<file path="src/rtl/bcd_pkg.sv">
// Shared types and constants for the BCD stopwatch controller and its decade cells.
package bcd_pkg;

    // Width of one BCD digit and the largest legal digit code.
    localparam int          BCD_W   = 4;
    localparam logic [3:0]  BCD_MAX = 4'd9;

    // Run/pause/clear controller states.
    typedef enum logic [1:0] {
        IDLE  = 2'd0,
        RUN   = 2'd1,
        PAUSE = 2'd2
    } state_t;

    // Next code of a decade cell. Anything at or above 9 folds back to 0,
    // so a corrupted code can never get stuck outside 0..9.
    function automatic logic [BCD_W-1:0] bcd_next(input logic [BCD_W-1:0] q);
        return (q >= BCD_MAX) ? '0 : q + 4'd1;
    endfunction

endpackage

</file>
<file path="src/rtl/bcd_stopwatch_ctrl_if.sv">
// Control pulses and display outputs of the BCD stopwatch controller.
// master = the block issuing pulses and reading the display value,
// slave  = the stopwatch controller itself.
interface bcd_stopwatch_ctrl_if #(
    parameter int N_DIGITS = 4
);
    logic                  start_stop;
    logic                  clear;
    logic                  lap;
    logic [4*N_DIGITS-1:0] digits_o;
    logic                  running;
    logic                  overflow;

    modport master (
        output start_stop, clear, lap,
        input  digits_o, running, overflow
    );

    modport slave (
        input  start_stop, clear, lap,
        output digits_o, running, overflow
    );
endinterface

</file>
<file path="src/rtl/bcd_digit.sv">
// One BCD decade cell: synchronous clear, increment-with-wrap, at_max flag
// used to build the carry chain to the next more significant digit.
module bcd_digit
    import bcd_pkg::*;
(
    input  logic             CLK,
    input  logic             Rst,
    input  logic             clr,
    input  logic             inc,
    output logic [BCD_W-1:0] q,
    output logic             at_max
);

    // Digit register: clear has priority over increment.
    always_ff @(posedge CLK or posedge Rst) begin
        if (Rst) begin
            q <= '0;
        end else if (clr) begin
            q <= '0;
        end else if (inc) begin
            q <= bcd_next(q);
        end
    end

    assign at_max = (q == BCD_MAX);

endmodule

</file>
<file path="src/rtl/bcd_stopwatch_ctrl.sv">
// Run/pause/clear controller for a cascade of N_DIGITS BCD decade counters.
// A prescaler divides CLK by TICK_DIV into a count tick; each digit is
// enabled by the tick ANDed with the at_max flags of all lower digits.
// Optional feature macro: LAP_HOLD_EN (lap snapshot of the displayed value).
module bcd_stopwatch_ctrl
    import bcd_pkg::*;
#(
    parameter int N_DIGITS = 4,
    parameter int TICK_DIV = 10
) (
    input  logic                CLK,
    input  logic                Rst,
    bcd_stopwatch_ctrl_if.slave sw
);

    localparam int             PW     = (TICK_DIV > 2) ? $clog2(TICK_DIV) : 1;
    localparam logic [PW-1:0]  P_LAST = PW'(TICK_DIV - 1);

    state_t                      state;
    logic   [PW-1:0]             presc;
    logic                        running_q;
    logic                        overflow_q;
    logic                        tick;
    logic                        clr_acc;
    logic   [N_DIGITS:0]         carry;
    logic   [N_DIGITS-1:0]       at_max;
    logic   [BCD_W*N_DIGITS-1:0] count;

    // A tick fires on the last prescaler phase while running.
    assign tick    = (state == RUN) && (presc == P_LAST);
    // Clear is only honoured outside RUN.
    assign clr_acc = sw.clear && (state != RUN);

    assign carry[0] = tick;

    genvar k;
    generate
        for (k = 0; k < N_DIGITS; k++) begin : g_digit
            bcd_digit u_digit (
                .CLK    (CLK),
                .Rst    (Rst),
                .clr    (clr_acc),
                .inc    (carry[k]),
                .q      (count[BCD_W*k +: BCD_W]),
                .at_max (at_max[k])
            );
            assign carry[k+1] = carry[k] & at_max[k];
        end
    endgenerate

    // Controller FSM with prescaler, registered running flag and sticky overflow.
    always_ff @(posedge CLK or posedge Rst) begin
        if (Rst) begin
            state      <= IDLE;
            presc      <= '0;
            running_q  <= 1'b0;
            overflow_q <= 1'b0;
        end else begin
            // carry[N_DIGITS] is a tick seen with every digit at 9: the wrap.
            if (clr_acc) begin
                overflow_q <= 1'b0;
            end else if (carry[N_DIGITS]) begin
                overflow_q <= 1'b1;
            end

            unique case (state)
                IDLE: begin
                    presc <= '0;
                    if (!sw.clear && sw.start_stop) begin
                        state     <= RUN;
                        running_q <= 1'b1;
                    end
                end
                RUN: begin
                    presc <= tick ? '0 : presc + 1'b1;
                    if (sw.start_stop) begin
                        state     <= PAUSE;
                        running_q <= 1'b0;
                    end
                end
                PAUSE: begin
                    // Prescaler holds so a resume keeps the tick phase.
                    if (sw.clear) begin
                        state <= IDLE;
                        presc <= '0;
                    end else if (sw.start_stop) begin
                        state     <= RUN;
                        running_q <= 1'b1;
                    end
                end
                default: begin
                    state     <= IDLE;
                    presc     <= '0;
                    running_q <= 1'b0;
                end
            endcase
        end
    end

    assign sw.running  = running_q;
    assign sw.overflow = overflow_q;

`ifdef LAP_HOLD_EN
    logic                        hold_active;
    logic [BCD_W*N_DIGITS-1:0]   hold_q;

    // Lap hold: toggle on lap in RUN; any exit from RUN or accepted clear releases it.
    always_ff @(posedge CLK or posedge Rst) begin
        if (Rst) begin
            hold_active <= 1'b0;
            hold_q      <= '0;
        end else if (((state == RUN) && sw.start_stop) || clr_acc) begin
            hold_active <= 1'b0;
        end else if ((state == RUN) && sw.lap) begin
            if (hold_active) begin
                hold_active <= 1'b0;
            end else begin
                hold_active <= 1'b1;
                hold_q      <= count;
            end
        end
    end

    assign sw.digits_o = hold_active ? hold_q : count;
`else
    logic unused_lap;
    assign unused_lap  = sw.lap;
    assign sw.digits_o = count;
`endif

endmodule

</file>
<file path="src/flat_wrapper.sv">
// flat-port wrapper written by rule: the top's interface ports become plain ports
module bcd_stopwatch_ctrl_flat import bcd_pkg::*;
#(
    parameter int N_DIGITS = 4,
    parameter int TICK_DIV = 10
)
  (CLK, Rst, sw_start_stop, sw_clear, sw_lap, sw_digits_o, sw_running, sw_overflow);
  bcd_stopwatch_ctrl_if #(.N_DIGITS(N_DIGITS)) sw_i ();
  input  logic CLK;
  input  logic Rst;
  input wire logic [$bits(sw_i.start_stop)-1:0] sw_start_stop;
  input wire logic [$bits(sw_i.clear)-1:0] sw_clear;
  input wire logic [$bits(sw_i.lap)-1:0] sw_lap;
  output wire logic [$bits(sw_i.digits_o)-1:0] sw_digits_o;
  output wire logic [$bits(sw_i.running)-1:0] sw_running;
  output wire logic [$bits(sw_i.overflow)-1:0] sw_overflow;
  assign sw_i.start_stop = sw_start_stop;
  assign sw_i.clear = sw_clear;
  assign sw_i.lap = sw_lap;
  assign sw_digits_o = sw_i.digits_o;
  assign sw_running = sw_i.running;
  assign sw_overflow = sw_i.overflow;
  bcd_stopwatch_ctrl #(.N_DIGITS(N_DIGITS), .TICK_DIV(TICK_DIV)) u_core (.CLK(CLK), .Rst(Rst), .sw(sw_i));
endmodule
</file>
<file path="config.mk">
export PLATFORM = sky130hd
export DESIGN_NAME = bcd_stopwatch_ctrl_flat
export DESIGN_NICKNAME = d
export VERILOG_FILES = /design/src/rtl/bcd_pkg.sv /design/src/rtl/bcd_stopwatch_ctrl_if.sv /design/src/rtl/bcd_digit.sv /design/src/rtl/bcd_stopwatch_ctrl.sv /design/src/flat_wrapper.sv
export SDC_FILE = /design/constraint.sdc
export NUM_CORES = 1
export LEC_CHECK = 0
export ABC_AREA = 1
export CAP_MARGIN = 10
export CORE_MARGIN = 10
export CORE_UTILIZATION = 54
export CTS_CLUSTER_DIAMETER = 60
export DETAILED_ROUTE_END_ITERATION = 7
export GPL_TIMING_DRIVEN = 0
export PLACE_DENSITY_LB_ADDON = 0.15
export SLEW_MARGIN = 10
export SYNTH_ARGS = -nofsm -noshare
export SYNTH_HDL_FRONTEND = slang
export SYNTH_HIERARCHICAL = 1
export SYNTH_SLANG_ARGS = --single-unit
</file>
<file path="constraint.sdc">
create_clock -name CLK -period 2.7 [get_ports CLK]
set_clock_uncertainty 0.2 [all_clocks]
set_input_delay 0.27 -clock CLK [delete_from_list [all_inputs] [get_ports CLK]]
set_output_delay 0.27 -clock CLK [all_outputs]
set_load 0.005 [all_outputs]
</file>
==> flow_metrics.env <==
export IMPL_grt_antenna_before_repair=0
export IMPL_r2r_cells=12
export IMPL_fmax_mhz=429
export IMPL_crit_path_cell_trace="inv_1 > ha_1 > nand2_1 > nor2_1 > inv_1 > nor3_4 > and3_1 > nor2_4 > nor2_1 > nand2_1 > nand2_1 > nor2_1"
export IMPL_p_sw_mw=0.196
export IMPL_avgSynthCellArea_um2=8.00
export IMPL_wl_um=3130
export IMPL_root_buffer="clkbuf_4"
export IMPL_timing_rr_start="u_core/g_digit[0].u_digit/q[1]"
export IMPL_die_x_um=74.4
export IMPL_fin_crit_sh=0.863
export IMPL_syn_area_um2=1600
export IMPL_synth_seq_cells=24
export IMPL_worst_setup_path_start_kind="flop"
export IMPL_synth_most_common_cell="nand2_1"
export IMPL_wl_per_cell_um=12.2
export IMPL_ant_nets=0
export IMPL_p_total_mw=0.711
export IMPL_synthArstFlopShare=1.00
export IMPL_cts_buffers=3
export IMPL_htree_levels=1
export IMPL_yosysTopAreaCell="dfrtp_1"
export IMPL_critPathMaxStageDelay_ns=0.45
export IMPL_port_buffer_count=21
export IMPL_pwr_share_clk=0.257
export IMPL_num_rows=19
export IMPL_worstSetupEndpointType="flop"
export IMPL_cts_tree="done"
export IMPL_synth_edf_count=0
export IMPL_hpwl_um=2610
export IMPL_globalplace_congestion=0.833
export IMPL_first_pass_iters=4
export IMPL_crit_family="simple AND/OR/NAND/NOR gates"
export IMPL_cts_resized_gates=0
export IMPL_max_cap_viol_count=0
export IMPL_ff2ff_setup_slack_ns=0.37
export IMPL_dieHeight_um=74.4
export IMPL_whs_ns=0.0529
export IMPL_grt_pass1_wl_um=5330
export IMPL_seqPwrFrac=0.566
export IMPL_p_leak_nw=0.933
export IMPL_drt_iter0_drc=69
export IMPL_overflow=0
export IMPL_setup_viol=0
export IMPL_grt_max_degree=14
export IMPL_num_nets_final=245
export IMPL_crit_slowest_cell="dfrtp_1"
export IMPL_drive_above_1_share=0.147
export IMPL_cts_setup_buffers=0
export IMPL_clkSlewWorstSetupHoldPaths_ns=0.13
export IMPL_synth_area_leaders="dfrtp_1 38%, nand2_1 11%, ha_1 11%"
export IMPL_synthTopCellsByCount="48 x nand2_1, 33 x inv_1, 24 x dfrtp_1"
export IMPL_cts_sinks=24
export IMPL_switching_share=0.276
export IMPL_syn_inst=200
export IMPL_comb_power_share=0.176
export IMPL_clock_latency_ns=0.31
export IMPL_rsz0062_at_grt="no"
export IMPL_critPathRequiredTime_ns=2.71
export IMPL_status="finished, final reports clean"
export IMPL_fin_crit_ns=2.33
export IMPL_crit_type="reg -> reg"
export IMPL_maxSlewViolCount=0
export IMPL_ys_seq_area_frac=0.376
export IMPL_area_growth_pct=17.8
export IMPL_internal_power_mw=0.515
export IMPL_p_per_area_nw_per_um2=377
export IMPL_synth_net_count=219
export IMPL_initial_core_util=0.570
export IMPL_r2r_end="u_core/g_digit[3].u_digit/q[3]"
export IMPL_synthFlopType="dfrtp_1"
export IMPL_ys_warnings_count=6
export IMPL_path_max_fanout=6
export IMPL_clk_path_buf_depth=2
export IMPL_vias=1327
export IMPL_yosysTopAreaCellShare=0.376
export IMPL_dieArea_um2=5540
export IMPL_tightestPinTransition_ns=1.18
export IMPL_hp_class="in -> async"
export IMPL_cts_hold_buf=0
export IMPL_grt_total_usage=0.119
export IMPL_diodes=0
export IMPL_cp_arrival_ns=2.34
export IMPL_grt_pass1_vias=1297
export IMPL_hold_violations=0
export IMPL_fin_setup_tns_ns=0
export IMPL_coreArea_um2=2810
export IMPL_drc=0
export IMPL_slew_headroom=0.214
export IMPL_ir_worst_vdd_v=0.000317
export IMPL_via_per_inst=5.18
export IMPL_io_pins=23
export IMPL_path_buf_inv=2
export IMPL_synth_cell_type_count=21
[state kept, by name (all words and copies together) (netlist names)]
name	count
u_core/g_digit.u_digit/q	16
u_core/presc	4
u_core/state	2
u_core/sw.overflow	1
u_core/sw.running	1
[layout make-up]
class	count	area, um2
clock buffer	4	36.3
fill	239	921
inverter	38	143
multi-input combinational	138	856
sequential	24	601
tap	31	38.8
timing repair buffer	21	210
[kinds of logic after synthesis]
group | Yosys count | share of synthesized area
AOI/OAI and AO/OA | 18 | 0.0892
xor gates and xnor gates | 2 | 0.0110
adders and majority gates | 14 | 0.110
buffers and inverters | 38 | 0.0892
DFF | 24 | 0.376
and+or+nand+nor | 104 | 0.326
[per-stage QoR]
| stage | std cells | util | setup slack (ns) | instance area, um2 |
|---|---|---|---|---|
| final | 256 | 0.672 | 0.371 | 1880 |
| after global routing | 256 | 0.672 | 0.175 | 1880 |
| after CTS | 256 | 0.672 | 0.347 | 1880 |
| after detailed placement | 252 | 0.659 | 0.204 | 1850 |
| after global placement | 252 | 0.659 | 0.290 | 1850 |
| after floorplan | 200 | - | 0.620 | 1600 |
[per-layer routing]
layer | global-route usage | routed length, um
met5 | 0 | 0
met4 | 0.0483 | 16
met3 | 0.0279 | 155
met2 | 0.223 | 1680
met1 | 0.124 | 1280
[worst max path at each step]
stage                     cells past startpoint                        endpoint                           start  slack [ns]
final                                        12  u_core/g_digit[3].u_digit/q[3]  u_core/g_digit[0].u_digit/q[1]        0.37
after global routing                         12  u_core/g_digit[3].u_digit/q[3]  u_core/g_digit[0].u_digit/q[1]        0.18
after CTS                                    12  u_core/g_digit[3].u_digit/q[3]  u_core/g_digit[0].u_digit/q[1]        0.35
after detailed placement                      8  u_core/g_digit[3].u_digit/q[3]                        sw_clear        0.20
after global placement                        8  u_core/g_digit[1].u_digit/q[3]                        sw_clear        0.29
after floorplan                              12  u_core/g_digit[3].u_digit/q[3]  u_core/g_digit[0].u_digit/q[1]        0.62
[layout by cell type, fill, tap and decap left out, drive strengths merged]
| master | count |
|---|---|
| o21bai | 8 |
| xnor2 | 1 |
| inv | 38 |
| or2 | 1 |
| nor3 | 1 |
| nor2 | 27 |
| clkdlybuf4s50 | 21 |
| nand2 | 53 |
| and3 | 1 |
| xor2 | 1 |
| ha | 14 |
| a21oi | 6 |
| dfrtp | 24 |
| o22ai | 2 |
| nand3 | 11 |
| o21ai | 2 |
| nand4 | 9 |
| clkbuf | 4 |
| nor3b | 1 |
[power by group through the flow]
stage	registers [mW]	logic, mW	clock network [mW]
after floorplan	0.405	0.0952	0
after global placement	0.407	0.121	0
after detailed placement	0.409	0.127	0
after CTS	0.402	0.127	0.194
after global routing	0.405	0.140	0.207
final	0.403	0.125	0.183
Power figures use the tool's default switching activity.
